<file path="config.mk">
export PLATFORM = sky130hd
export DESIGN_NAME = ultrasonic_scan_scheduler_flat
export DESIGN_NICKNAME = d
export VERILOG_FILES = /design/src/rtl/ultrasonic_scan_scheduler_if.sv /design/src/rtl/ultrasonic_scan_scheduler.sv /design/src/flat_wrapper.sv
export SDC_FILE = /design/constraint.sdc
export NUM_CORES = 1
export LEC_CHECK = 0
export CAP_MARGIN = 5
export CORE_UTILIZATION = 35
export CTS_BUF_LIST = sky130_fd_sc_hd__clkbuf_8 sky130_fd_sc_hd__clkbuf_16
export CTS_CLUSTER_DIAMETER = 60
export DETAILED_ROUTE_END_ITERATION = 10
export DONT_BUFFER_PORTS = 1
export GPL_TIMING_DRIVEN = 1
export SLEW_MARGIN = 15
export SYNTH_ARGS = -nofsm -noshare
export SYNTH_HDL_FRONTEND = slang
export SYNTH_SLANG_ARGS = --single-unit
</file>
<file path="constraint.sdc">
create_clock -name clk -period 6.14 [get_ports clk]
set_input_delay 1.228 -clock clk [delete_from_list [all_inputs] [get_ports clk]]
set_output_delay 1.228 -clock clk [all_outputs]
set_load 0.1 [all_outputs]
</file>
<file path="src/rtl/ultrasonic_scan_scheduler_if.sv">
// ultrasonic_scan_scheduler_if: sensor pins, scan control and measurement results of the scan scheduler
interface ultrasonic_scan_scheduler_if #(
  parameter int NUM_SENSORS = 4,
  parameter int CNT_W       = 22
);
  logic                   enable;
  logic [NUM_SENSORS-1:0] sensor_mask;
  logic [NUM_SENSORS-1:0] echo;
  logic [NUM_SENSORS-1:0] trig;
  logic [2:0]             cur_sensor;
  logic                   busy;
  logic                   meas_valid;
  logic [2:0]             meas_id;
  logic [CNT_W-1:0]       meas_cycles;
  logic                   meas_timeout;
  logic [NUM_SENSORS-1:0] obj_det;
  logic                   any_obj;
  modport master (
    output enable, sensor_mask, echo,
    input  trig, cur_sensor, busy, meas_valid, meas_id, meas_cycles, meas_timeout, obj_det, any_obj
  );
  modport slave (
    input  enable, sensor_mask, echo,
    output trig, cur_sensor, busy, meas_valid, meas_id, meas_cycles, meas_timeout, obj_det, any_obj
  );
endinterface

</file>
<file path="src/rtl/ultrasonic_scan_scheduler.sv">
// ultrasonic_scan_scheduler: round-robin HC-SR04 trigger/echo timing with per-sensor obstacle flags
module ultrasonic_scan_scheduler #(
  parameter int NUM_SENSORS   = 4,
  parameter int TRIG_CYCLES   = 500,
  parameter int ECHO_TIMEOUT  = 1900000,
  parameter int SLOT_CYCLES   = 3000000,
  parameter int THRESH_CYCLES = 29070,
  parameter int CNT_W         = 22
) (
  input logic clk,
  input logic rst_n,
  ultrasonic_scan_scheduler_if.slave bus
);
  typedef enum logic [2:0] {IDLE, TRIG, WAIT_RISE, MEASURE, GUARD} state_t;
  state_t                 r_state;
  logic [NUM_SENSORS-1:0] r_s1, r_s2, r_d, r_trig, r_obj;
  logic [2:0]             r_cur, r_id;
  logic [CNT_W-1:0]       r_cnt, r_slot, r_meas;
  logic                   r_valid, r_to, r_any;
  logic [NUM_SENSORS-1:0] w_rot, w_sel, w_obj, w_now_v, w_prev_v;
  logic [2:0]             w_next;
  logic                   w_now, w_prev, w_rise, w_last, w_res, w_res_to, w_hit, w_go, w_launch;
  always_comb begin
    w_next = r_cur;
    w_rot  = '0;
    for (int k = NUM_SENSORS; k >= 1; k--) begin
      w_rot = bus.sensor_mask >> ((int'(r_cur) + k) % NUM_SENSORS);
      if (w_rot[0]) w_next = 3'((int'(r_cur) + k) % NUM_SENSORS);
    end
  end
  // r_d is the synchronized echo one cycle later: edge reference and the sample counted in MEASURE
  always_comb begin
    w_now_v  = r_s2 >> r_cur;
    w_prev_v = r_d >> r_cur;
    w_now    = w_now_v[0];
    w_prev   = w_prev_v[0];
    w_rise   = w_now & ~w_prev;
    w_last   = r_cnt == CNT_W'(ECHO_TIMEOUT - 1);
    w_res    = (r_state == WAIT_RISE && !w_rise && w_last) || (r_state == MEASURE && (!w_prev || w_last));
    w_res_to = (r_state == WAIT_RISE) || w_prev;
    w_hit    = w_res && !w_res_to && r_cnt < CNT_W'(THRESH_CYCLES);
    w_sel    = NUM_SENSORS'(1) << r_cur;
    w_obj    = (w_res ? ((r_obj & ~w_sel) | (w_hit ? w_sel : '0)) : r_obj) & bus.sensor_mask;
    w_go     = bus.enable && |bus.sensor_mask;
    w_launch = w_go && (r_state == IDLE || (r_state == GUARD && r_slot == CNT_W'(SLOT_CYCLES - 1)));
  end
  always_ff @(posedge clk or negedge rst_n) begin
    if (!rst_n) begin
      r_state <= IDLE;
      r_s1    <= '0;
      r_s2    <= '0;
      r_d     <= '0;
      r_trig  <= '0;
      r_obj   <= '0;
      r_cur   <= 3'(NUM_SENSORS - 1);
      r_id    <= '0;
      r_cnt   <= '0;
      r_slot  <= '0;
      r_meas  <= '0;
      r_valid <= 1'b0;
      r_to    <= 1'b0;
      r_any   <= 1'b0;
    end else begin
      r_s1    <= bus.echo;
      r_s2    <= r_s1;
      r_d     <= r_s2;
      r_obj   <= w_obj;
      r_any   <= |r_obj;
      r_valid <= w_res;
      if (w_res) begin
        r_id   <= r_cur;
        r_meas <= w_res_to ? '0 : r_cnt;
        r_to   <= w_res_to;
      end
      r_slot <= w_launch ? '0 : (r_state != IDLE ? r_slot + 1'b1 : r_slot);
      if (w_launch) begin
        r_cur   <= w_next;
        r_trig  <= NUM_SENSORS'(1) << w_next;
        r_cnt   <= '0;
        r_state <= TRIG;
      end else begin
        case (r_state)
          TRIG:
            if (r_cnt == CNT_W'(TRIG_CYCLES - 1)) begin
              r_trig  <= '0;
              r_cnt   <= '0;
              r_state <= WAIT_RISE;
            end else r_cnt <= r_cnt + 1'b1;
          WAIT_RISE:
            if (w_rise) begin
              r_cnt   <= '0;
              r_state <= MEASURE;
            end else if (w_res) r_state <= GUARD;
            else r_cnt <= r_cnt + 1'b1;
          MEASURE:
            if (w_res) r_state <= GUARD;
            else r_cnt <= r_cnt + 1'b1;
          GUARD:
            if (r_slot == CNT_W'(SLOT_CYCLES - 1)) r_state <= IDLE;
          IDLE:    r_state <= IDLE;
          default: r_state <= IDLE;
        endcase
      end
    end
  end
  assign bus.trig         = r_trig;
  assign bus.cur_sensor   = r_cur;
  assign bus.busy         = r_state != IDLE;
  assign bus.meas_valid   = r_valid;
  assign bus.meas_id      = r_id;
  assign bus.meas_cycles  = r_meas;
  assign bus.meas_timeout = r_to;
  assign bus.obj_det      = r_obj;
  assign bus.any_obj      = r_any;
endmodule
</file>
<file path="src/flat_wrapper.sv">
// flat-port wrapper written by rule: the top's interface ports become plain ports
module ultrasonic_scan_scheduler_flat 
#(
  parameter int NUM_SENSORS   = 4,
  parameter int TRIG_CYCLES   = 500,
  parameter int ECHO_TIMEOUT  = 1900000,
  parameter int SLOT_CYCLES   = 3000000,
  parameter int THRESH_CYCLES = 29070,
  parameter int CNT_W         = 22
)
  (clk, rst_n, bus_enable, bus_sensor_mask, bus_echo, bus_trig, bus_cur_sensor, bus_busy, bus_meas_valid, bus_meas_id, bus_meas_cycles, bus_meas_timeout, bus_obj_det, bus_any_obj);
  ultrasonic_scan_scheduler_if #(.NUM_SENSORS(NUM_SENSORS), .CNT_W(CNT_W)) bus_i ();
  input logic clk;
  input logic rst_n;
  input wire logic [$bits(bus_i.enable)-1:0] bus_enable;
  input wire logic [$bits(bus_i.sensor_mask)-1:0] bus_sensor_mask;
  input wire logic [$bits(bus_i.echo)-1:0] bus_echo;
  output wire logic [$bits(bus_i.trig)-1:0] bus_trig;
  output wire logic [$bits(bus_i.cur_sensor)-1:0] bus_cur_sensor;
  output wire logic [$bits(bus_i.busy)-1:0] bus_busy;
  output wire logic [$bits(bus_i.meas_valid)-1:0] bus_meas_valid;
  output wire logic [$bits(bus_i.meas_id)-1:0] bus_meas_id;
  output wire logic [$bits(bus_i.meas_cycles)-1:0] bus_meas_cycles;
  output wire logic [$bits(bus_i.meas_timeout)-1:0] bus_meas_timeout;
  output wire logic [$bits(bus_i.obj_det)-1:0] bus_obj_det;
  output wire logic [$bits(bus_i.any_obj)-1:0] bus_any_obj;
  assign bus_i.enable = bus_enable;
  assign bus_i.sensor_mask = bus_sensor_mask;
  assign bus_i.echo = bus_echo;
  assign bus_trig = bus_i.trig;
  assign bus_cur_sensor = bus_i.cur_sensor;
  assign bus_busy = bus_i.busy;
  assign bus_meas_valid = bus_i.meas_valid;
  assign bus_meas_id = bus_i.meas_id;
  assign bus_meas_cycles = bus_i.meas_cycles;
  assign bus_meas_timeout = bus_i.meas_timeout;
  assign bus_obj_det = bus_i.obj_det;
  assign bus_any_obj = bus_i.any_obj;
  ultrasonic_scan_scheduler #(.NUM_SENSORS(NUM_SENSORS), .TRIG_CYCLES(TRIG_CYCLES), .ECHO_TIMEOUT(ECHO_TIMEOUT), .SLOT_CYCLES(SLOT_CYCLES), .THRESH_CYCLES(THRESH_CYCLES), .CNT_W(CNT_W)) u_core (.clk(clk), .rst_n(rst_n), .bus(bus_i));
endmodule
</file>
# [After elaboration in Yosys (flattened, before gate mapping)]
# Cells that the tools add are included.
[word_totals] register_bits=98 latchBits=0 ram_bits=0 mem_bits_ro=0 input_bits=11 elab_cells=100 memories=0
[op_classes] n_addsub=6 multipliers=0 div_mod_pow=0 magnitude_cmp=1 eq_ne=9 shift=8 n_mux=23 bitwise=10 n_reduce_logical=29
[op_table] operator="22-bit two-way mux" n=7
[op_table] operator="4-bit by 32-bit right shift with 1-bit output" n=4
[op_table] operator="22-bit case mux with 3 select lines" n=1
[op_table] operator="22-bit by 1-bit adder with 22-bit output (second input constant)" n=2
[op_table] operator="3-bit two-way mux" n=9
[op_table] operator="22-bit by 21-bit == test with 1-bit output (second input constant)" n=1
[op_table] operator="22-bit == test (second input constant)" n=1
[op_table] operator="22-bit by 9-bit == test with 1-bit output (second input constant)" n=1
[op_table] operator="22-bit by 15-bit < comparator with 1-bit output (second input constant)" n=1
[op_table] operator="4-bit two-way mux" n=5
[op_table] operator="3-bit case mux with 4 select lines" n=1
[op_table] operator="4-bit AND" n=2
[op_table] operator="1-bit logical AND" n=8
[op_table] operator="2-bit OR reduction" n=4
[op_table] operator="4-bit OR reduction" n=2
[op_table] operator="1-bit by 3-bit << shifter with 4-bit output (first input constant)" n=2
[op_table] operator="4-bit by 3-bit right shift with 1-bit output" n=2
[op_table] operator="3-bit by 2-bit == test with 1-bit output (second input constant)" n=2
[op_table] operator="2-bit nonzero test" n=3
[op_table] operator="2-bit by 1-bit adder with 2-bit output (second input constant)" n=2
[op_table] operator="2-bit adder (second input constant)" n=2
[op_table] operator="1-bit AND (first input constant)" n=4
[op_table] operator="1-bit logical OR" n=4
[op_table] operator="4-bit NOT" n=1
[op_table] operator="other kinds (12)" n=15

# [Logic depth before layout (Yosys ltp)]
[logic_depth] word_depth=13 depth_mapped=9

# [Worst setup path after synthesis]
# Ideal clock, no wire load.
[synth_path] path_type="reg-to-reg" from="register u_core.r_cur[0] (netlist: u_core.bus.cur_sensor[0])" to="register u_core.r_cnt[8]" setup_ns=0.126 arrival_time_ns=2.799 required_ns=6.014 setup_slack_ns=3.215 stages_incl_launch_ff=9 period_less_slack_ns=2.925 cell_sequence="dfstp_2 -> buf_2 -> mux4_2 -> a21oi_1 -> a21o_1 -> buf_2 -> buf_2 -> o31ai_1 -> a221o_1"
[synth_between] elab_chain_cells=11 word_cells_on_any_way=15
[synth_rtl] item="from (decl)" line="ultrasonic_scan_scheduler.sv:17" text="logic [2:0] r_cur, r_id;"
[synth_rtl] item="from (signal assigned)" line="ultrasonic_scan_scheduler.sv:55" text="r_cur <= 3'(NUM_SENSORS - 1);"
[synth_rtl] item="from (signal assigned)" line="ultrasonic_scan_scheduler.sv:77" text="r_cur <= w_next;"
[synth_rtl] item="4-bit by 3-bit right shift with 1-bit output" line="ultrasonic_scan_scheduler.sv:34" text="w_prev_v = r_d >> r_cur;"
[synth_rtl] item="1-bit NOT" line="ultrasonic_scan_scheduler.sv:37" text="w_rise = w_now & ~w_prev;"
[synth_rtl] item="1-bit AND" line="ultrasonic_scan_scheduler.sv:37"
[synth_rtl] item="1-bit zero test" line="ultrasonic_scan_scheduler.sv:39" text="w_res = (r_state == WAIT_RISE && !w_rise && w_last) || (r_state == MEASURE && (!w_prev || w_last));"
[synth_rtl] item="1-bit logical AND (2 in a row)" line="ultrasonic_scan_scheduler.sv:39"
[synth_rtl] item="1-bit logical OR" line="ultrasonic_scan_scheduler.sv:39"
[synth_rtl] item="22-bit two-way mux"
[synth_rtl] item="22-bit two-way mux" line="ultrasonic_scan_scheduler.sv:90" text="if (w_rise) begin"
[synth_rtl] item="22-bit case mux with 3 select lines (*)" line="ultrasonic_scan_scheduler.sv:82" text="case (r_state)"
[synth_rtl] item="22-bit two-way mux (*)" line="ultrasonic_scan_scheduler.sv:76" text="if (w_launch) begin"
[synth_rtl] item="to (signal assigned)" line="ultrasonic_scan_scheduler.sv:88" text="end else r_cnt <= r_cnt + 1'b1;"
[synth_rtl] item="to (signal assigned)" line="ultrasonic_scan_scheduler.sv:94" text="else r_cnt <= r_cnt + 1'b1;"
[synth_rtl] item="to (signal assigned)" line="ultrasonic_scan_scheduler.sv:97" text="else r_cnt <= r_cnt + 1'b1;"
[synth_rtl] item="to (decl)" line="ultrasonic_scan_scheduler.sv:18" text="logic [CNT_W-1:0] r_cnt, r_slot, r_meas;"
# Every way passes the cells marked *; elsewhere a longest branch is shown, timed or not.
# A chain may end at the register's enable or synchronous reset.

# [Worst setup path in the final report]
[layout_path] from="register u_core.r_cur[0] (netlist: u_core.bus.cur_sensor[0])" to="register u_core.r_cnt[14]"
[layout_between] elab_chain_cells=11 word_cells_on_any_way=15
[layout_rtl] item="4-bit by 3-bit right shift with 1-bit output" line="ultrasonic_scan_scheduler.sv:34"
[layout_rtl] item="1-bit NOT" line="ultrasonic_scan_scheduler.sv:37"
[layout_rtl] item="1-bit AND" line="ultrasonic_scan_scheduler.sv:37"
[layout_rtl] item="1-bit zero test" line="ultrasonic_scan_scheduler.sv:39"
[layout_rtl] item="1-bit logical AND (2 in a row)" line="ultrasonic_scan_scheduler.sv:39"
[layout_rtl] item="1-bit logical OR (*)" line="ultrasonic_scan_scheduler.sv:39"
[layout_rtl] item="via u_core.w_res" line="ultrasonic_scan_scheduler.sv:22" text="logic w_now, w_prev, w_rise, w_last, w_res, w_res_to, w_hit, w_go, w_launch;"
[layout_rtl] item="22-bit two-way mux (*)"
[layout_rtl] item="22-bit two-way mux" line="ultrasonic_scan_scheduler.sv:90"
[layout_rtl] item="22-bit case mux with 3 select lines (*)" line="ultrasonic_scan_scheduler.sv:82"
[layout_rtl] item="22-bit two-way mux (*)" line="ultrasonic_scan_scheduler.sv:76"
# The timed path passes the listed nets; every way through them passes the cells marked *.

==> run_results.csv <==
group,metric,value,unit
sta,setup-violations-final,0,
floorplanning,die_width,121.5,um
route,met1_length,5465,um
worst_hold_path,min_path_cells,0,
setup_path,crit_family,"compound AO/OA/AOI/OAI gates",
place,place_ws,1.861,ns
logic_synthesis,syn_inst,517,
logic_synthesis,yosys.area_share.adder,1.502,%
route,ant_nets,0,
final_layout,multi_input_area,0.002365,mm2
clocking,cts_tree,"yes",
sta,tightest_slew,1.058,ns
setup_path,path_cells,"mux4_2 -> a21oi_2 -> buf_4 -> a21o_1 -> nand2_1 -> inv_1 -> nor2_1 -> a31oi_1",
setup_path,critPathKind,"flop to flop",
setup_path,r2r-end,"u_core.r_cnt[14]",
logic_synthesis,synthSimpleGateAreaFrac,18.82,%
logic_synthesis,synth_compound_area_share,19.40,%
clocking,clk_latency,0.35,ns
sta,setup_ws,1.798,ns
clocking,cts_setup_buffers,0,
status,outcome,"finished clean",
setup_path,crit_buf_inv,2,
route,drcViolationCount,0,
setup_path,required,6.41,ns
route,wl_met2,5585,um
logic_synthesis,synth_mux_area_share,2.954,%
floorplanning,start_util,36.01,%
sta,slew_headroom,29.29,%
grt,track_usage,17.05,%
setup_path,r2r_slack,1.80,ns
final_layout,drive_above_1_share,6.496,%
sta,hold_violations,0,
grt,antenna_found_initial,0,
route,routed_via_density,5.747,
logic_synthesis,synthesis.nets,534,
logic_synthesis,async_flop_share,100.0,%
sta,finalHoldWorstSlack,0.3527,ns
logic_synthesis,syn_area,0.004999,mm2
route,vias,3954,
setup_path,crit_fanout,32,
grt,grt_max_degree,99,
worst_hold_path,min_path_type,"flop to flop",
setup_path,crit_path_start,"u_core.bus.cur_sensor[0]",
route,post_drt_wl_per_cell,17.60,um
setup_path,endpoint_kind,"flop",
clocking,cts_root_buffer,"clkbuf_16",
clocking,cts.sinks,98,
setup_path,arrival,4.61,ns
clocking,cts_repair_resize_count,0,
worst_hold_path,min_to,"u_core.r_s2[2]",
floorplanning,core_region_area,0.01388,mm2
clocking,htree_num_levels,3,
logic_synthesis,synth_edf_count,0,
setup_path,critical_path.max_stage_delay,0.99,ns
grt,overflow,0,
setup_path,crit_path_start_kind,"flop",
pwr,power_density,227.6,mW/mm2
sta,max_freq,0.2303,GHz
worst_hold_path,hp-start,"u_core.r_s1[2]",
pwr,ir_worst_vdd,133.7,uV
logic_synthesis,ys_types,60,
grt,grt_pass1_wl,19380,um
floorplanning,num_rows,43,
final_layout,register_area,0.002455,mm2
pwr,power_leakage,2.332,nW
logic_synthesis,synthFlopType,"dfrtp_1",
logic_synthesis,seq_area_frac_synth,49.11,%
place,dp_hpwl,8222,um
sta,fin_worst_skew,0.009413,ns
final_layout,fillers,1379,
logic_synthesis,yosys.area_share.xor_xnor,4.556,%
clocking,clk_pin_slew,0.07,ns
setup_path,worstRegToRegCells,8,
route,dr.first_iter.drc_count,272,
clocking,cts_made_buffers,9,
route,met3_length,881,um
final_layout,n_antenna_cell,0,
sta,rsz0062_at_grt,"false",
clocking,hold_buffers,0,
place,place_congestion,0.8565,
run,drv_cap,0,
floorplanning,io_pins,51,
logic_synthesis,ys_warn_count,0,
sta,fin_tns_setup,0,ns
logic_synthesis,syn_avg_cell_area,9.668,um2
setup_path,timing.rr.start,"u_core.bus.cur_sensor[0]",
logic_synthesis,synth_seq_cells,98,
sta,slew_viol_final,0,
grt,grt_pass1_vias,3724,
route,top_layer,"met4",
route,drtPass1Iterations,5,
floorplanning,die-area,0.01476,mm2
setup_path,worst_path_max_delay_cell,"dfstp_2",
final_layout,areaGrowthSynthToFinish,8.586,%
logic_synthesis,synth_top_family_by_area,"compound AO/OA/AOI/OAI gates",
route,wl,12110,um
floorplanning,fp.dieH,121.5,um
place,io_buffer_count,0,
sta,period_minus_slack,4.342,ns
sta,fin_crit_sh,70.71,%
final_layout,layout.nets,520,
clocking,clock_path_buffers,2,
-- layout make-up --
cell class              count  area share (%)
flip-flops and latches     98           45.23
multi-input cells         376           43.57
well taps                 180           4.149
repair buffers              3          0.4149
inverters                  15           1.037
clock buffers              10           4.403
clock inverters             6           1.199
-- stage by stage --
stage,total power [mW],std cells,area (um2),util (%)
floorplan,0.6696,517,4999,-
global placement,0.6720,672,5124,36.91
detailed placement,0.6724,672,5124,36.91
CTS,1.251,688,5428,39.10
global route,1.276,688,5428,39.10
finish,1.236,688,5428,39.10
-- worst max-delay path by stage --
stage                                   to  slack [ns]  depth (start not counted)
final                     u_core.r_cnt[14]        1.80                          8
after global routing      u_core.r_cnt[14]        1.58                          8
after CTS                 u_core.r_cnt[14]        1.83                          8
after detailed placement  u_core.r_cnt[14]        1.86                          8
after global placement    u_core.r_cnt[14]        1.99                          8
after floorplan            u_core.r_cnt[8]        3.21                          8
-- where the power goes --
group	internal [mW]	switching, mW	total [mW]
logic	0.00453	0.00444	0.00897
registers	0.649	0.00158	0.651
clock network	0.328	0.247	0.576
total	0.982	0.253	1.24
-- state kept, by name, indices dropped and copies added (netlist names), 4 cells and up --
register,cells
u_core.bus.trig,4
u_core.r_slot,22
u_core.bus.obj_det,4
u_core.r_s2,4
u_core.bus.meas_cycles,22
u_core.r_s1,4
u_core.r_d,4
u_core.r_cnt,22
-- cells by family after synthesis --
group | after synthesis
AO/OA/AOI/OAI | 143
buffers and inverters | 43
XOR/XNOR | 26
multiplexers | 12
flip-flops | 98
AND/OR/NAND/NOR | 189
adder cells (fa/ha/maj) | 6
-- Yosys cell counts, types with 5 or more instances --
master / instances / area, um2
mux2i_1: 8 / 80.08
inv_1: 15 / 56.30
xor2_1: 12 / 105.1
o22ai_1: 5 / 31.28
a22o_1: 22 / 192.7
nor4_1: 7 / 43.79
ha_1: 6 / 75.07
a21oi_1: 31 / 155.2
a31oi_1: 15 / 93.84
nor2_1: 51 / 191.4
clkbuf_1: 18 / 67.56
nor3_1: 13 / 65.06
nand2_1: 45 / 168.9
nand3_1: 23 / 115.1
nor2b_1: 9 / 56.30
xnor2_1: 14 / 122.6
buf_2: 8 / 40.04
or4_1: 6 / 45.04
a21o_1: 7 / 52.55
dfrtp_1: 96 / 2402
a41oi_1: 5 / 43.79
o21ai_0: 31 / 155.2
nand4_1: 7 / 43.79
-- routing by layer --
layer / vias to the layer above / track usage, %
li1: 1860 / -
met1: 1945 / 22.42
met2: 133 / 26.74
met3: 16 / 5.404
met4: 0 / 5.093
met5: - / 0
-- layout by cell type (no fill, tap or decap), types with 12 or more instances in the layout --
cell type,netlist,layout
a22o_1,22,22
a31oi_1,15,15
dfrtp_1,96,96
xor2_1,12,12
a21oi_1,31,30
nand3_1,23,23
inv_1,15,16
nand2_1,45,45
nor2_1,51,51
nor3_1,13,13
o21ai_0,31,31
xnor2_1,14,14
Note: power is estimated with default switching activity, not from simulation.
